===== src/rtl/am_eval_pkg.sv =====
// Shared types and width helpers for the approximate-multiplier error monitor.
package am_eval_pkg;

  localparam int unsigned DefaultW           = 8;
  localparam int unsigned DefaultSamplesLog2 = 16;

  typedef enum logic [1:0] {
    StIdle,
    StAccum,
    StDrain,
    StDone
  } am_state_e;

  // Worst-case ED (2^2W - 1) times N samples fits exactly in 2W + log2(N) bits.
  function automatic int unsigned sum_ed_width(input int unsigned w,
                                               input int unsigned samples_log2);
    return 2 * w + samples_log2;
  endfunction

  function automatic int unsigned sum_sq_width(input int unsigned w,
                                               input int unsigned samples_log2);
    return 4 * w + samples_log2;
  endfunction

  // Counters must reach N itself, not just N-1.
  function automatic int unsigned cnt_width(input int unsigned samples_log2);
    return samples_log2 + 1;
  endfunction

endpackage


===== src/rtl/am_ed_calc.sv =====
// Two-stage error-distance pipeline: S1 holds the exact product, S2 holds |exact - z|.
// With AM_ERR_SQ_EN defined, S2 also registers ed*ed.
module am_ed_calc #(
  parameter int unsigned W = 8
) (
  input  logic           clk_i,
  input  logic           rst_ni,
  input  logic           in_valid_i,
  input  logic [W-1:0]   x_i,
  input  logic [W-1:0]   y_i,
  input  logic [2*W-1:0] z_i,
  output logic           s1_valid_o,
  output logic           s2_valid_o,
`ifdef AM_ERR_SQ_EN
  output logic [4*W-1:0] ed_sq_o,
`endif
  output logic [2*W-1:0] ed_o
);

  localparam int unsigned PW = 2 * W;

  logic [PW-1:0] exact_q, z_q, ed_q;
  logic          s1_valid_q, s2_valid_q;
  logic [PW:0]   diff, diff_neg;
  logic [PW-1:0] abs_diff;

  // One extra bit so z > exact shows up as a negative difference.
  always_comb begin
    diff     = {1'b0, exact_q} - {1'b0, z_q};
    diff_neg = -diff;
    abs_diff = diff[PW] ? diff_neg[PW-1:0] : diff[PW-1:0];
  end

`ifdef AM_ERR_SQ_EN
  logic [4*W-1:0] ed_sq_q;
`endif

  always_ff @(posedge clk_i or negedge rst_ni) begin
    if (!rst_ni) begin
      exact_q    <= '0;
      z_q        <= '0;
      ed_q       <= '0;
      s1_valid_q <= 1'b0;
      s2_valid_q <= 1'b0;
`ifdef AM_ERR_SQ_EN
      ed_sq_q    <= '0;
`endif
    end else begin
      s1_valid_q <= in_valid_i;
      s2_valid_q <= s1_valid_q;
      if (in_valid_i) begin
        exact_q <= PW'(x_i) * PW'(y_i);
        z_q     <= z_i;
      end
      if (s1_valid_q) begin
        ed_q    <= abs_diff;
`ifdef AM_ERR_SQ_EN
        ed_sq_q <= (4 * W)'(abs_diff) * (4 * W)'(abs_diff);
`endif
      end
    end
  end

  assign s1_valid_o = s1_valid_q;
  assign s2_valid_o = s2_valid_q;
  assign ed_o       = ed_q;
`ifdef AM_ERR_SQ_EN
  assign ed_sq_o    = ed_sq_q;
`endif

endmodule


===== src/rtl/am_error_monitor.sv =====
// Approximate-multiplier error monitor: windowed ED sum, max ED and error count.
// Define AM_ERR_SQ_EN to add the squared-error accumulator output sum_sq_ed.
module am_error_monitor
  import am_eval_pkg::*;
#(
  parameter int unsigned W            = DefaultW,
  parameter int unsigned SAMPLES_LOG2 = DefaultSamplesLog2
) (
  input  logic                                      clk,
  input  logic                                      rst_n,
  input  logic                                      start,
  input  logic                                      in_valid,
  output logic                                      in_ready,
  input  logic [W-1:0]                              x,
  input  logic [W-1:0]                              y,
  input  logic [2*W-1:0]                            z,
  output logic                                      busy,
  output logic                                      res_valid,
  input  logic                                      res_ready,
  output logic [sum_ed_width(W, SAMPLES_LOG2)-1:0]  sum_ed,
  output logic [2*W-1:0]                            max_ed,
  output logic [cnt_width(SAMPLES_LOG2)-1:0]        err_cnt,
`ifdef AM_ERR_SQ_EN
  output logic [sum_sq_width(W, SAMPLES_LOG2)-1:0]  sum_sq_ed,
`endif
  output logic [cnt_width(SAMPLES_LOG2)-1:0]        sample_cnt
);

  localparam int unsigned PW   = 2 * W;
  localparam int unsigned SumW = sum_ed_width(W, SAMPLES_LOG2);
  localparam int unsigned CntW = cnt_width(SAMPLES_LOG2);
  localparam logic [CntW-1:0] LastIdx = CntW'(2 ** SAMPLES_LOG2 - 1);

  am_state_e       state_q;
  logic [CntW-1:0] issued_q;
  logic            accept, clear;
  logic            s1_valid, ed_valid;
  logic [PW-1:0]   ed;

  logic [SumW-1:0] sum_ed_q;
  logic [PW-1:0]   max_ed_q;
  logic [CntW-1:0] err_cnt_q, sample_cnt_q;

  assign in_ready  = (state_q == StAccum);
  assign busy      = (state_q == StAccum) || (state_q == StDrain);
  assign res_valid = (state_q == StDone);
  assign accept    = in_valid && in_ready;
  assign clear     = (state_q == StIdle) && start;

`ifdef AM_ERR_SQ_EN
  localparam int unsigned SqW = sum_sq_width(W, SAMPLES_LOG2);
  logic [4*W-1:0] ed_sq;
  logic [SqW-1:0] sum_sq_q;
`endif

  am_ed_calc #(
    .W (W)
  ) u_ed_calc (
    .clk_i      (clk),
    .rst_ni     (rst_n),
    .in_valid_i (accept),
    .x_i        (x),
    .y_i        (y),
    .z_i        (z),
    .s1_valid_o (s1_valid),
    .s2_valid_o (ed_valid),
`ifdef AM_ERR_SQ_EN
    .ed_sq_o    (ed_sq),
`endif
    .ed_o       (ed)
  );

  always_ff @(posedge clk or negedge rst_n) begin
    if (!rst_n) begin
      state_q  <= StIdle;
      issued_q <= '0;
    end else begin
      unique case (state_q)
        StIdle: begin
          if (start) begin
            state_q  <= StAccum;
            issued_q <= '0;
          end
        end
        StAccum: begin
          if (accept) begin
            issued_q <= issued_q + 1'b1;
            if (issued_q == LastIdx) state_q <= StDrain;
          end
        end
        // Accumulators settle the edge after S2 empties, before DONE is entered.
        StDrain: if (!s1_valid && !ed_valid) state_q <= StDone;
        StDone:  if (res_ready) state_q <= StIdle;
        default: state_q <= StIdle;
      endcase
    end
  end

  always_ff @(posedge clk or negedge rst_n) begin
    if (!rst_n) begin
      sum_ed_q     <= '0;
      max_ed_q     <= '0;
      err_cnt_q    <= '0;
      sample_cnt_q <= '0;
`ifdef AM_ERR_SQ_EN
      sum_sq_q     <= '0;
`endif
    end else if (clear) begin
      sum_ed_q     <= '0;
      max_ed_q     <= '0;
      err_cnt_q    <= '0;
      sample_cnt_q <= '0;
`ifdef AM_ERR_SQ_EN
      sum_sq_q     <= '0;
`endif
    end else if (ed_valid) begin
      sum_ed_q     <= sum_ed_q + SumW'(ed);
      sample_cnt_q <= sample_cnt_q + 1'b1;
      if (ed > max_ed_q) max_ed_q <= ed;
      if (ed != '0) err_cnt_q <= err_cnt_q + 1'b1;
`ifdef AM_ERR_SQ_EN
      sum_sq_q     <= sum_sq_q + SqW'(ed_sq);
`endif
    end
  end

  assign sum_ed     = sum_ed_q;
  assign max_ed     = max_ed_q;
  assign err_cnt    = err_cnt_q;
  assign sample_cnt = sample_cnt_q;
`ifdef AM_ERR_SQ_EN
  assign sum_sq_ed  = sum_sq_q;
`endif

endmodule


===== config.mk =====
export PLATFORM = sky130hd
export DESIGN_NAME = am_error_monitor
export DESIGN_NICKNAME = d
export VERILOG_FILES = /design/src/rtl/am_eval_pkg.sv /design/src/rtl/am_ed_calc.sv /design/src/rtl/am_error_monitor.sv
export SDC_FILE = /design/constraint.sdc
export NUM_CORES = 1
export LEC_CHECK = 0
export BUFFER_PORTS_ARGS = -buffer_cell sky130_fd_sc_hd__buf_2
export CAP_MARGIN = 0
export CELL_PAD_IN_SITES_DETAIL_PLACEMENT = 1
export CELL_PAD_IN_SITES_GLOBAL_PLACEMENT = 1
export CORE_AREA = 2 2 167 169
export CTS_CLUSTER_DIAMETER = 100
export DETAILED_ROUTE_END_ITERATION = 6
export DIE_AREA = 0 0 169 171
export PLACE_DENSITY = 0.82
export SETUP_SLACK_MARGIN = 0.4
export SLEW_MARGIN = 25
export SYNTH_ARGS = -nofsm -noshare
export SYNTH_HDL_FRONTEND = slang
export SYNTH_SLANG_ARGS = --single-unit

===== constraint.sdc =====
create_clock -name clk -period 3.6 [get_ports clk]
set_input_delay 0.36 -clock clk [delete_from_list [all_inputs] [get_ports clk]]
set_output_delay 0.36 -clock clk [all_outputs]
set_load 0.01 [all_outputs]

# Word level (Yosys, flattened, before mapping)
# Index checks and enable logic that the tools add are counted.
[word_totals] register_bits=151 input_bits=37 out_inout_bits=85 wordCells=64
[classes] add_sub_neg=6 multipliers=1 magnitude_cmp=1 n_eq_ne=9 muxes=20 n_reduce_logical=16
[ops] op="17-bit 2-to-1 mux" n=7
[ops] op="16-bit 2-to-1 mux" n=4
[ops] op="32-bit 2-to-1 mux" n=2
[ops] op="17-bit by 1-bit adder with 17-bit output, second input constant" n=3
[ops] op="17-bit case mux with 2 select lines" n=1
[ops] op="32-bit by 16-bit adder with 32-bit output" n=1
[ops] op="17-bit by 16-bit equality test with 1-bit output, second input constant" n=1
[ops] op="16-bit by 16-bit subtractor with 17-bit output" n=1
[ops] op="16-bit greater-than comparator" n=1
[ops] op="8-bit by 8-bit multiplier with 16-bit output" n=1
[ops] op="16-bit negator" n=1
[ops] op="16-bit nonzero test" n=1
[ops] op="2-bit 2-to-1 mux" n=5
[ops] op="2-bit by 1-bit != test with 1-bit output, second input constant" n=4
[ops] op="2-bit case mux with 4 select lines" n=1
[ops] op="2-bit nonzero test" n=4
[ops] op="5-bit AND reduction" n=1
[ops] op="2-bit equality test, second input constant" n=2
[ops] op="2-bit AND reduction" n=2
[ops] op="1-bit logical AND" n=3
[ops] op="3-bit AND reduction" n=1
[ops] op="2-bit by 1-bit equality test with 1-bit output, second input constant" n=1
[ops] op="1-bit logical NOT" n=2
[ops] op="2-bit logical NOT" n=1
[ops] op="other kinds (2)" n=2

# Logic depth before layout (Yosys ltp)
# Gate-level depths: netlist of run 1.
[logic_depth] depth_word=4 mapped_depth=17 depth_no_buf=17

# Modules after synthesis
# A second synthesis of run 1 with hierarchy kept.
[hier_totals] hier_cells=1253 area_unflattened_um2=11338.4
[modules_own_cells] module="am_error_monitor" instances=1 cells_each=713 area_each_um2=6348.6 seq_area_each_um2=2527.4
[modules_own_cells] module="am_ed_calc" instances=1 cells_each=540 area_each_um2=4989.8 seq_area_each_um2=1251.2

# Worst setup path before layout of run 1
# No wires, ideal clock.
[synth_timing] kind="input to register" start="input x[0]" end="register u_ed_calc.exact_q[15]" setup_time_ns=0.082 t_arrival_ns=4.055 required_time_ns=3.518 path_slack_ns=-0.537 cell_stages=16 n_path_buf=0 path_cell_list="nand2_1 > fa_1 > fa_1 > inv_1 > fa_1 > inv_1 > fa_1 > inv_1 > ha_1 > inv_1 > a21o_1 > a21o_1 > a21oi_1 > nor3_1 > or3_1 > a31oi_1"
[synth_via] elab_chain_len=1
[synth_rtl] item="from (decl)" line_no="am_error_monitor.sv:14" rtl="input logic [W-1:0] x,"
[synth_rtl] item="8-bit by 8-bit multiplier with 16-bit output" line_no="am_ed_calc.sv:52" rtl="exact_q <= PW'(x_i) * PW'(y_i);"
[synth_rtl] item="to (signal assigned)" line_no="am_ed_calc.sv:52"
[synth_rtl] item="to (decl)" line_no="am_ed_calc.sv:22" rtl="logic [PW-1:0] exact_q, z_q, ed_q;"
# Every way passes these cells.
# A chain may end at the register's enable or synchronous reset.

# Worst setup path after layout of run 1
[layout_timing] start="input y[3]" end="register u_ed_calc.exact_q[14]"
[layout_via] elab_chain_len=1
[layout_rtl] item="from (decl)" line_no="am_error_monitor.sv:15" rtl="input logic [W-1:0] y,"
[layout_rtl] item="8-bit by 8-bit multiplier with 16-bit output" line_no="am_ed_calc.sv:52"
# Every way passes these cells.

==> results of run 1 <==
[cells by family (layout without fill, tap and decap cells)]
logic type / after synthesis / in the layout / synth area share, %
multiplexers: 36 / 36 / 3.387
buffers and inverters: 148 / 340 / 5.211
XOR/XNOR: 85 / 85 / 6.784
flip-flops: 151 / 151 / 34.44
AO/OA/AOI/OAI: 225 / 226 / 13.00
AND/OR/NAND/NOR: 430 / 430 / 19.53
adder cells (fa/ha/maj): 132 / 132 / 17.65
[state kept, by name (all words and copies together), names as in the netlist]
register and cells:
sum_ed 32, u_ed_calc.s1_valid_o 1, u_ed_calc.ed_o 16, err_cnt 17
max_ed 16, u_ed_calc.exact_q 16, sample_cnt 17, state_q 2
u_ed_calc.s2_valid_o 1, u_ed_calc.z_q 16, issued_q 17
[cell usage in the layout (no fill, tap or decap), types with 7 or more instances in the layout]
master and count:
a211oi_1 9, a21o_1 18, a21oi_1 52, and2_1 48, and2_4 13, and3_1 10
buf_2 108, buf_4 65, buf_6 15, clkbuf_16 17, dfrtp_1 151, fa_1 33
ha_1 86, ha_4 8, inv_1 103, inv_2 9, inv_6 7, mux2i_1 26
nand2_1 92, nand2_2 7, nand2b_1 9, nand3_1 29, nand4_1 20, nor2_1 110
nor2b_1 11, nor3_1 16, nor4_1 7, o211ai_1 7, o21ai_0 60, o21ai_1 10
o21ai_2 8, or3_1 22, xnor2_1 38, xor2_1 41
[final cells by class]
class	count	area, sq um
Clock inverter	15	117.6
Sequential cell	151	3779
Multi-Input combinational cell	909	7109
Inverter	114	430.4
Timing Repair Buffer	194	1308
Fill cell	3155	13720
Clock buffer	17	425.4
Tap cell	346	432.9
[what timing repair did]
action | in CTS | in global routing
gates cloned | 1 | 0
setup buffers | 8 | 13
endpoints found under the setup margin | 23 | 32
pin swaps | 35 | 41
gates resized for setup | 57 | 65
[power by group]
| group | internal (mW) | switching (mW) |
|---|---|---|
| registers | 2.19 | 0.564 |
| clock network | 0.896 | 0.788 |
| logic | 2.94 | 3.49 |
[synth_stat cells (3+ instances only)]
library cell and count:
nand2_1 101, and2_1 62, or2_2 4, mux2_2 9, and3_1 10, a211oi_1 10
clkbuf_1 25, ha_1 94, buf_2 4, nand2b_1 10, nor3b_1 5, o22ai_1 4
nor3_1 18, nand3b_1 3, nor4_1 7, a21oi_1 59, a31oi_1 5, nor2b_1 12
a2111oi_0 3, o211ai_1 7, mux2i_1 27, xor2_1 42, nor2_1 110, o21ai_0 72
o2111ai_1 4, o21a_1 5, nand3_1 30, inv_1 112, o21ai_1 5, fa_1 38
a22o_1 3, xnor2_1 43, or3_1 22, a21o_1 18, nand4_1 20, dfrtp_1 151
buf_1 3
[final timing paths]
check	startpoint	endpoint
min in group clk	z[3]	u_ed_calc.z_q[3]
worst max-delay path	y[3]	u_ed_calc.exact_q[14]
worst min register to register	u_ed_calc.exact_q[12]	u_ed_calc.exact_q[12]
max in group asynchronous	rst_n	u_ed_calc.z_q[9]
worst max register to register	u_ed_calc.exact_q[0]	u_ed_calc.ed_o[13]
worst min-delay path	rst_n	sample_cnt[2]
[per-layer routing]
layer / vias up / track usage (%) / routed length (um)
met4: 0 / 6.875 / 617
met2: 166 / 40.00 / 16560
met5: - / 0 / 0
met3: 43 / 2.637 / 811
li1: 4480 / - / -
met1: 4670 / 24.82 / 13190
[critical path, stage by stage]
cell and delay (ns):
buf_12 0.11, and2_4 0.17, fa_2 0.42, fa_1 0.49
inv_1 0.05, fa_1 0.45, fa_1 0.52, inv_2 0.05
ha_4 0.27, buf_6 0.09, inv_4 0.03, o21a_1 0.20
o21ai_2 0.18, nand4_1 0.16, a31oi_1 0.26, xnor2_1 0.16
o21ai_1 0.07
[stage by stage]
step	power, mW	TNS, ns
after detailed placement	8.253	-3.182
after CTS	10.22	-0.01572
final	10.87	-0.3159
after global placement	7.932	-2.594
after global routing	11.71	-0.8199
after floorplan	6.541	-0.2852
==> impl_results.md, run 1 <==
- Reg-to-reg setup timing slack: 0.36 ns
- Cells after synthesis: 1207
- Slew margin rel.: 36.63%
- Post-synth top area share: 34.44%
- Final core utilization: 49.78%
- Initial DRT Pass Iterations: 4
- WS Path Type: primary input to flip-flop
- Final Max Tran Viols: 0
- Worst Path Arrival: 4.04 ns
- Initial Util: 40.16%
- Gpl congestion: 0.8396
- Fmax: 266.8 MHz
- Worst Slack Setup Final: -0.1476 ns
- Req. time, crit path: 3.89 ns
- Largest net degree at the start of global routing: 91
- Die width: 169 um
- Routed WL per cell: 17.86 um
- Synthesized Nets: 1376
- WL final: 31180 um
- Core Region: 27320 sq um
- Total Die Area: 28900 sq um
- Synth warn: 0
- Final Setup Violations: 4
- Post-synth EDFFs: 0
- GRT Overall Usage: 21.16%
- Diode count: 0
- Syn Area/Cell: 9.091 sq um
- Post-CTS Hold Buffers: 0
- Hold Vio Cnt, Final: 3
- TritonCTS clock tree: done
- Top_reg_cell synth: dfrtp_1
- Max FO, Critical Path: 8
- # rows: 61
- Status: finished, violations left
- P_leak: 6.494 nW
- Clk sinks: 151
- Non-filler cells, final: 1746
- Setup crit end kind: flip-flop
- Port-buffer cells: 121
- Vias in the first global route: 10167
- Initial antenna violation count: 0
- Violated checks: negative hold slack, negative setup slack
- MaxCap Viol Count: 0
- Synthesized area: 10970 sq um
- Worst Skew: 0.01501 ns
- Routed Antenna Nets: 0
- Area growth, synth to finish: 23.96%
- NumNets Final: 1556
- Unrepaired setup endpoints after global routing: true
- Placed insts: 1692
- Share of cells above drive strength 1: 23.57%
- Slew @ Worst Pin: 0.9470 ns
- Post-DR vias/cell: 5.360
- Vert. Die Dim: 171 um
- Type of the most critical hold path: primary input to async pin
- FFs w/ async S/R, synth: 100.0%
- Number of H-tree levels: 4
- Path depth of the worst reg2reg path: 12
- Overflow after GRT: 0
- IO Count: 122
- Clk_lat worst skew: 0.44 ns
- Global-route wire length before repair: 49580 um
- Vias post-DR: 9359
- Clk Tree Root Cell: clkbuf_16
- Pwr per Cell Area: 799.0 nW/um^2
- Synth area leader: dfrtp_1
- CP startpoint kind: primary input
- DP HPWL: 22040 um
- Distinct cell type count after synthesis: 78
- Max clock buf depth: 2
- Post-route cell area: 13600 sq um
- Final period demand of the worst path: 3.748 ns
- Synth top area cells: dfrtp_1 (34%), ha_1 (11%), fa_1 (6.9%)
- DR iter-0 viols: 413
- Worst Hold Slack: -0.007525 ns
- Reg clk slew, reported paths: 0.07 ns
- Synth Register Bits: 151
- Total CTS buffers: 17
- Post-synthesis sequential area ratio: 34.44%
- VDD IR max: 0.4552 mV
- Final period util: 104.1%
- Placed cell areas: 12400 sq um
- Drt drc: 0
- Pre-CTS WS: -0.6382 ns
(Power assumes the default switching activity.)
==> run 2, diff against run 1 <==
--- a/config.mk
+++ b/config.mk
@@ -5,7 +5,6 @@
 export SDC_FILE = /design/constraint.sdc
 export NUM_CORES = 1
 export LEC_CHECK = 0
-export BUFFER_PORTS_ARGS = -buffer_cell sky130_fd_sc_hd__buf_2
 export CAP_MARGIN = 0
 export CELL_PAD_IN_SITES_DETAIL_PLACEMENT = 1
 export CELL_PAD_IN_SITES_GLOBAL_PLACEMENT = 1
@@ -13,7 +12,8 @@
 export CTS_CLUSTER_DIAMETER = 100
 export DETAILED_ROUTE_END_ITERATION = 6
 export DIE_AREA = 0 0 169 171
-export PLACE_DENSITY = 0.82
+export DONT_BUFFER_PORTS = 1
+export PLACE_DENSITY = 0.77
 export SETUP_SLACK_MARGIN = 0.4
 export SLEW_MARGIN = 25
 export SYNTH_ARGS = -nofsm -noshare
==> impl_results.md, run 2 (synthesis gave the netlist of run 1 again) <==
- DP HPWL: 20340 um (-7.7%)
- Reg clk slew, reported paths: 0.07 ns (about the same)
- DR iter-0 viols: 391 (-5.3%)
- Slew margin rel.: 35.54% (-1.1 points)
- Hold Vio Cnt, Final: 151 (+148)
- Clk_lat worst skew: 0.44 ns (about the same)
- Gpl congestion: 0.8221 (-2.1%)
- Slowest-stage cell, CP: fa_1
- Number of H-tree levels: 4 (unchanged)
- Drt drc: 0 (unchanged)
- Vert. Die Dim: 171 um (unchanged)
- Die width: 169 um (unchanged)
- Port-buffer cells: 0 (-100%)
- Post-DR vias/cell: 5.517 (+2.9%)
- # rows: 61 (unchanged)
- Final Max Tran Viols: 0 (unchanged)
- Fmax: 283.9 MHz (+6.4%)
- Vias in the first global route: 9362 (-7.9%)
- Unrepaired setup endpoints after global routing: true
- Reg-to-reg setup timing slack: 0.43 ns (+0.07 ns)
- Total CTS buffers: 17 (unchanged)
- Crit. Startpoint: x[2]
- Total power: 10.26 mW (-5.6%)
- GRT Overall Usage: 19.90% (-1.3 points)
- Final Setup Violations: 0 (-4)
- TritonCTS clock tree: done
- Reg-to-reg startpoint: u_ed_calc.exact_q[0]
- Global-route wire length before repair: 46700 um (-5.8%)
- Overflow after GRT: 0 (unchanged)
- VDD IR max: 0.4065 mV (-11%)
- Req. time, crit path: 3.95 ns (+0.06 ns)
- Clk Tree Root Cell: clkbuf_16
- Max reg flops: 32 (unchanged)
- Most common cell on crit path: fa_1
- Largest net degree at the start of global routing: 152 (+67%)
- Initial antenna violation count: 0 (unchanged)
- P_leak: 5.844 nW (-10%)
- Clk sinks: 151 (unchanged)
- Violated checks: negative hold slack
- Max clock buf depth: 2 (unchanged)
- Crit path cell chain: nand2_8 > fa_1 > fa_1 > inv_1 > fa_1 > inv_1 > fa_1 > inv_2 > ha_4 > inv_2 > a21o_1 > a21o_1 > a21oi_2 > nor3_1 > or3_1 > a31oi_1
- Worst Skew: 0.01545 ns (+0.0004472 ns)
- Core Region: 27320 sq um (unchanged)
- Total Die Area: 28900 sq um (unchanged)
- Pwr per Cell Area: 812.0 nW/um^2 (+1.6%)
- Slew @ Worst Pin: 0.9669 ns (+0.01993 ns)
- Vias post-DR: 8833 (-5.6%)
- IO Count: 122 (unchanged)
- Most common cell after layout, fill and taps aside: dfrtp_1
- NumNets Final: 1411 (-9.3%)
- WL final: 28630 um (-8.2%)
- Worst Hold Slack: -0.3843 ns (-0.3768 ns)
- CP top delay family: adder cells
- Pre-CTS WS: -0.3638 ns (+0.2744 ns)
- Worst Path Arrival: 3.87 ns (-0.17 ns)
- Final period util: 97.86% (-6.2 points)
- CP startpoint kind: primary input
- Routed WL per cell: 17.89 um (+0.15%)
- Commonest cells after routing, fill and taps aside: dfrtp_1 (151), nor2_1 (108), inv_1 (102)
- Final period demand of the worst path: 3.523 ns (-0.2247 ns)
- Setup crit end kind: flip-flop
- Worst Slack Setup Final: 0.07714 ns (+0.2247 ns)
- Area growth, synth to finish: 15.12%
- Bufs and invs on worst path: 4 (-1)
- CP max stage delay: 0.52 ns (about the same)
- Status: finished, violations left
- Initial DRT Pass Iterations: 4 (unchanged)
- MaxCap Viol Count: 0 (unchanged)
- Diode count: 0 (unchanged)
- WS Path Type: primary input to flip-flop
- Routed Antenna Nets: 0 (unchanged)
- Type of the most critical hold path: primary input to async pin
- Initial Util: 40.16% (unchanged)
- Share of cells above drive strength 1: 13.31% (-10 points)
- Max FO, Critical Path: 8 (unchanged)
-- run 2: changes by cell type in the layout (fill, tap and decap cells not counted), sizes merged --
cell / delta
clkinv: -1
clkinvlp: -1
clkbuf: +1
inv: +1
buf: -145
-- run 2: area by class of cell --
| cell class | instances | area (sq um) |
|---|---|---|
| fill | 3147 | 14690 |
| multi-input combinational | 909 | 7033 |
| sequential | 151 | 3779 |
| tap | 346 | 432.9 |
| clock buffer | 18 | 429.2 |
| inverter | 114 | 427.9 |
| timing repair buffer | 49 | 401.6 |
| clock inverter | 14 | 128.9 |
-- run 2: report_power, final --
| part | total (mW) | switching [mW] | internal (mW) |
|---|---|---|---|
| clock network | 1.73 | 0.817 | 0.913 |
| logic | 5.56 | 3.00 | 2.56 |
| registers | 2.97 | 0.779 | 2.19 |
| total | 10.3 | 4.60 | 5.66 |
-- run 2: final timing paths --
check,endpoint,cells past startpoint
hold reg to reg,u_ed_calc.exact_q[8],2
setup / recovery,u_ed_calc.exact_q[15],16
setup reg to reg,u_ed_calc.ed_o[13],12
hold / removal,sample_cnt[6],0
max in group asynchronous,u_ed_calc.ed_o[2],0
min in group clk,u_ed_calc.z_q[13],2
-- run 2: worst reg2reg max path, stage by stage, from the launching register on --
cell and delay, ns:
dfrtp_1 0.37, inv_2 0.08, ha_4 0.14, inv_2 0.04, fa_2 0.36, a211oi_4 0.30
o21ai_2 0.13, a2111o_1 0.47, a311oi_2 0.27, o21a_2 0.31, inv_2 0.08, or4_1 0.46
nand3_1 0.09
-- run 2: per-stage QoR --
stage                     std cells  instance area, sq um  util [%]  hold WS, ns   TNS, ns
after floorplan                1207                 11080         -      0.06441   -0.2852
after global placement         1546                 11580     42.39      0.06747   -0.8077
after detailed placement       1546                 11580     42.39      0.06748    -1.083
after CTS                      1588                 12290     45.00      -0.4114         0
after global routing           1601                 12630     46.23      -0.4194  -0.06573
final                          1601                 12630     46.23      -0.3843         0
-- run 2: layer usage --
| metal | GRT usage (%) | wire, um | vias to the layer above |
|---|---|---|---|
| met4 | 4.719 | 360 | 0 |
| li1 | - | - | 4192 |
| met1 | 23.65 | 12200 | 4454 |
| met5 | 0 | 0 | - |
| met2 | 36.03 | 14660 | 154 |
| met3 | 5.135 | 1420 | 33 |
-- run 2: repair_timing --
| item | CTS | global route |
|---|---|---|
| setup endpoints to repair | 20 | 28 |
| endpoints found under the hold margin | 151 | 151 |
| gates cloned | 1 | 0 |
| resized for setup | 21 | 54 |
| pin swaps | 27 | 40 |
| buffers inserted | 9 | 13 |
==> run 3, diff against run 2 <==
--- a/config.mk
+++ b/config.mk
@@ -14,7 +14,9 @@
 export DIE_AREA = 0 0 169 171
 export DONT_BUFFER_PORTS = 1
 export PLACE_DENSITY = 0.77
+export RECOVER_POWER = 50
 export SETUP_SLACK_MARGIN = 0.4
+export SKIP_CTS_REPAIR_TIMING = 1
 export SLEW_MARGIN = 25
 export SYNTH_ARGS = -nofsm -noshare
 export SYNTH_HDL_FRONTEND = slang
==> impl_results.md, run 3 (synthesis gave the netlist of run 1 again) <==
- Final Setup Violations: 0 (unchanged)
- Commonest cells after routing, fill and taps aside: dfrtp_1 (151), nor2_1 (110), inv_1 (103)
- Placed insts: 1546 (unchanged)
- Worst setup path endpoint: u_ed_calc.exact_q[15]
- IO Count: 122 (unchanged)
- Initial Util: 40.16% (unchanged)
- Max FO, Critical Path: 8 (unchanged)
- Slew margin rel.: 31.89% (-3.6 points)
- # rows: 61 (unchanged)
- P_leak: 5.790 nW (-0.93%)
- Routed Antenna Nets: 0 (unchanged)
- Worst Skew: 0.01274 ns (-0.002715 ns)
- Violated checks: negative hold slack
- Setup crit end kind: flip-flop
- Switching Share: 44.91% (+0.083 points)
- Type of the most critical hold path: primary input to async pin
- Total Die Area: 28900 sq um (unchanged)
- Max reg flops: 32 (unchanged)
- Vias post-DR: 8740 (-1.1%)
- Pre-CTS WS: -0.3638 ns (unchanged)
- RR Endpoint: u_ed_calc.ed_o[14]
- WL final: 28500 um (-0.46%)
- CP startpoint kind: primary input
- NumNets Final: 1401 (-0.71%)
- VDD IR max: 0.4083 mV (+0.46%)
- Final Max Tran Viols: 0 (unchanged)
- Most common cell after layout, fill and taps aside: dfrtp_1
- Status: finished, violations left
- Hold Vio Cnt, Final: 151 (unchanged)
- Number of H-tree levels: 4 (unchanged)
- Worst Hold Slack: -0.3887 ns (-0.004361 ns)
- Overflow after GRT: 0 (unchanged)
- Initial DRT Pass Iterations: 4 (unchanged)
- Reg-to-reg setup timing slack: 0.29 ns (-0.14 ns)
- WS Path Type: primary input to flip-flop
- Pwr per Cell Area: 810.2 nW/um^2 (-0.22%)
- Clk_lat worst skew: 0.44 ns (about the same)
- DP HPWL: 20340 um (unchanged)
- Worst Slack Setup Final: 0.09078 ns (+0.01364 ns)
- Global-route wire length before repair: 46030 um (-1.4%)
- DR iter-0 viols: 400 (+2.3%)
- Reg-to-reg startpoint: u_ed_calc.exact_q[0]
- GRT Overall Usage: 19.59% (-0.31 points)
- Net Switching: 4.552 mW (-0.99%)
- Max clock buf depth: 2 (unchanged)
- Clk Tree Root Cell: clkbuf_16
- Drt drc: 0 (unchanged)
- Slew @ Worst Pin: 1.022 ns (+0.05471 ns)
- MaxCap Viol Count: 0 (unchanged)
- Cell internal pwr: 5.585 mW (-1.3%)
- Clock power share: 17.1% (+0.2 points)
- Die width: 169 um (unchanged)
- Share of cells above drive strength 1: 12.69% (-0.62 points)
- TritonCTS clock tree: done
- Crit. Startpoint: x[2]
- Vert. Die Dim: 171 um (unchanged)
- Area growth, synth to finish: 14.03%
- Path depth of the worst reg2reg path: 12 (unchanged)
- Total CTS buffers: 17 (unchanged)
- Req. time, crit path: 3.95 ns (about the same)
- Unrepaired setup endpoints after global routing: true
- Largest net degree at the start of global routing: 152 (unchanged)
- Core Region: 27320 sq um (unchanged)
- Fmax: 285.0 MHz (+0.39%)
- Reg clk slew, reported paths: 0.07 ns (about the same)
- Routed WL per cell: 17.91 um (+0.16%)
- Vias in the first global route: 9260 (-1.1%)
- Diode count: 0 (unchanged)
- Final period demand of the worst path: 3.509 ns (-0.01364 ns)
- Final period util: 97.48% (-0.38 points)
- Non-filler cells, final: 1591 (-0.62%)
- Post-DR vias/cell: 5.493 (-0.43%)
- Clk sinks: 151 (unchanged)
- Worst Path Arrival: 3.86 ns (about the same)
- Setup TNS: 0 ns (unchanged)
- Sequential Power Share: 29.3% (+0.3 points)
- Combinational Power Share: 53.6% (-0.6 points)
- Initial antenna violation count: 0 (unchanged)
- Port-buffer cells: 0 (unchanged)
- Gpl congestion: 0.8221 (unchanged)
[run 3: power by group through the flow]
stage | Clock (mW) | Combinational, mW | Sequential (mW)
2_1_floorplan | 0 | 3.79 | 2.75
3_3_place_gp | 0 | 4.63 | 2.96
3_5_place_dp | 0 | 4.83 | 2.99
4_1_cts | 1.78 | 4.91 | 2.97
5_1_grt | 1.85 | 6.10 | 3.06
6_report | 1.73 | 5.43 | 2.98
[run 3: worst min-delay path by stage]
stage	cells after the start	slack, ns	to	startpoint
after floorplan	0	0.06	err_cnt[0]	rst_n
after global placement	0	0.07	sample_cnt[5]	rst_n
after detailed placement	0	0.07	sample_cnt[5]	rst_n
after CTS	0	-0.41	sample_cnt[5]	rst_n
after global routing	0	-0.42	sample_cnt[5]	rst_n
final	0	-0.39	sample_cnt[6]	rst_n
[run 3: through the flow]
stage	hold slack, ns	total power [mW]	utilization [%]	instance area [sq um]
final	-0.3887	10.14	45.79	12510
after global routing	-0.4194	11.01	45.79	12510
after CTS	-0.4114	9.666	44.44	12140
after detailed placement	0.06748	7.825	42.39	11580
after global placement	0.06747	7.599	42.39	11580
after floorplan	0.06441	6.541	-	11080
[run 3: worst max-delay path, stage by stage]
cell and delay (ns):
nand2_8 0.03, fa_1 0.51, fa_1 0.52, inv_1 0.05, fa_1 0.47, inv_1 0.05
fa_1 0.49, inv_2 0.05, ha_4 0.26, inv_2 0.03, a21o_1 0.17, a21o_1 0.18
a21oi_2 0.15, nor3_1 0.07, or3_1 0.30, a31oi_1 0.17
[run 3: cell type report]
type	instances	area (sq um)
Tap cell	346	432.9
Inverter	114	427.9
Fill cell	3164	14810
Timing Repair Buffer	39	304.0
Clock inverter	14	128.9
Clock buffer	18	429.2
Multi-Input combinational cell	909	7010
Sequential cell	151	3779
[run 3: layer usage]
metal  global-route usage [%]  up-vias  part of all wire, %
li1                         -     4167                    -
met1                    23.45     4394                   43
met2                    35.19      145                   51
met3                    5.135       34                  4.9
met4                    4.645        0                  1.4
met5                        0        -                    0
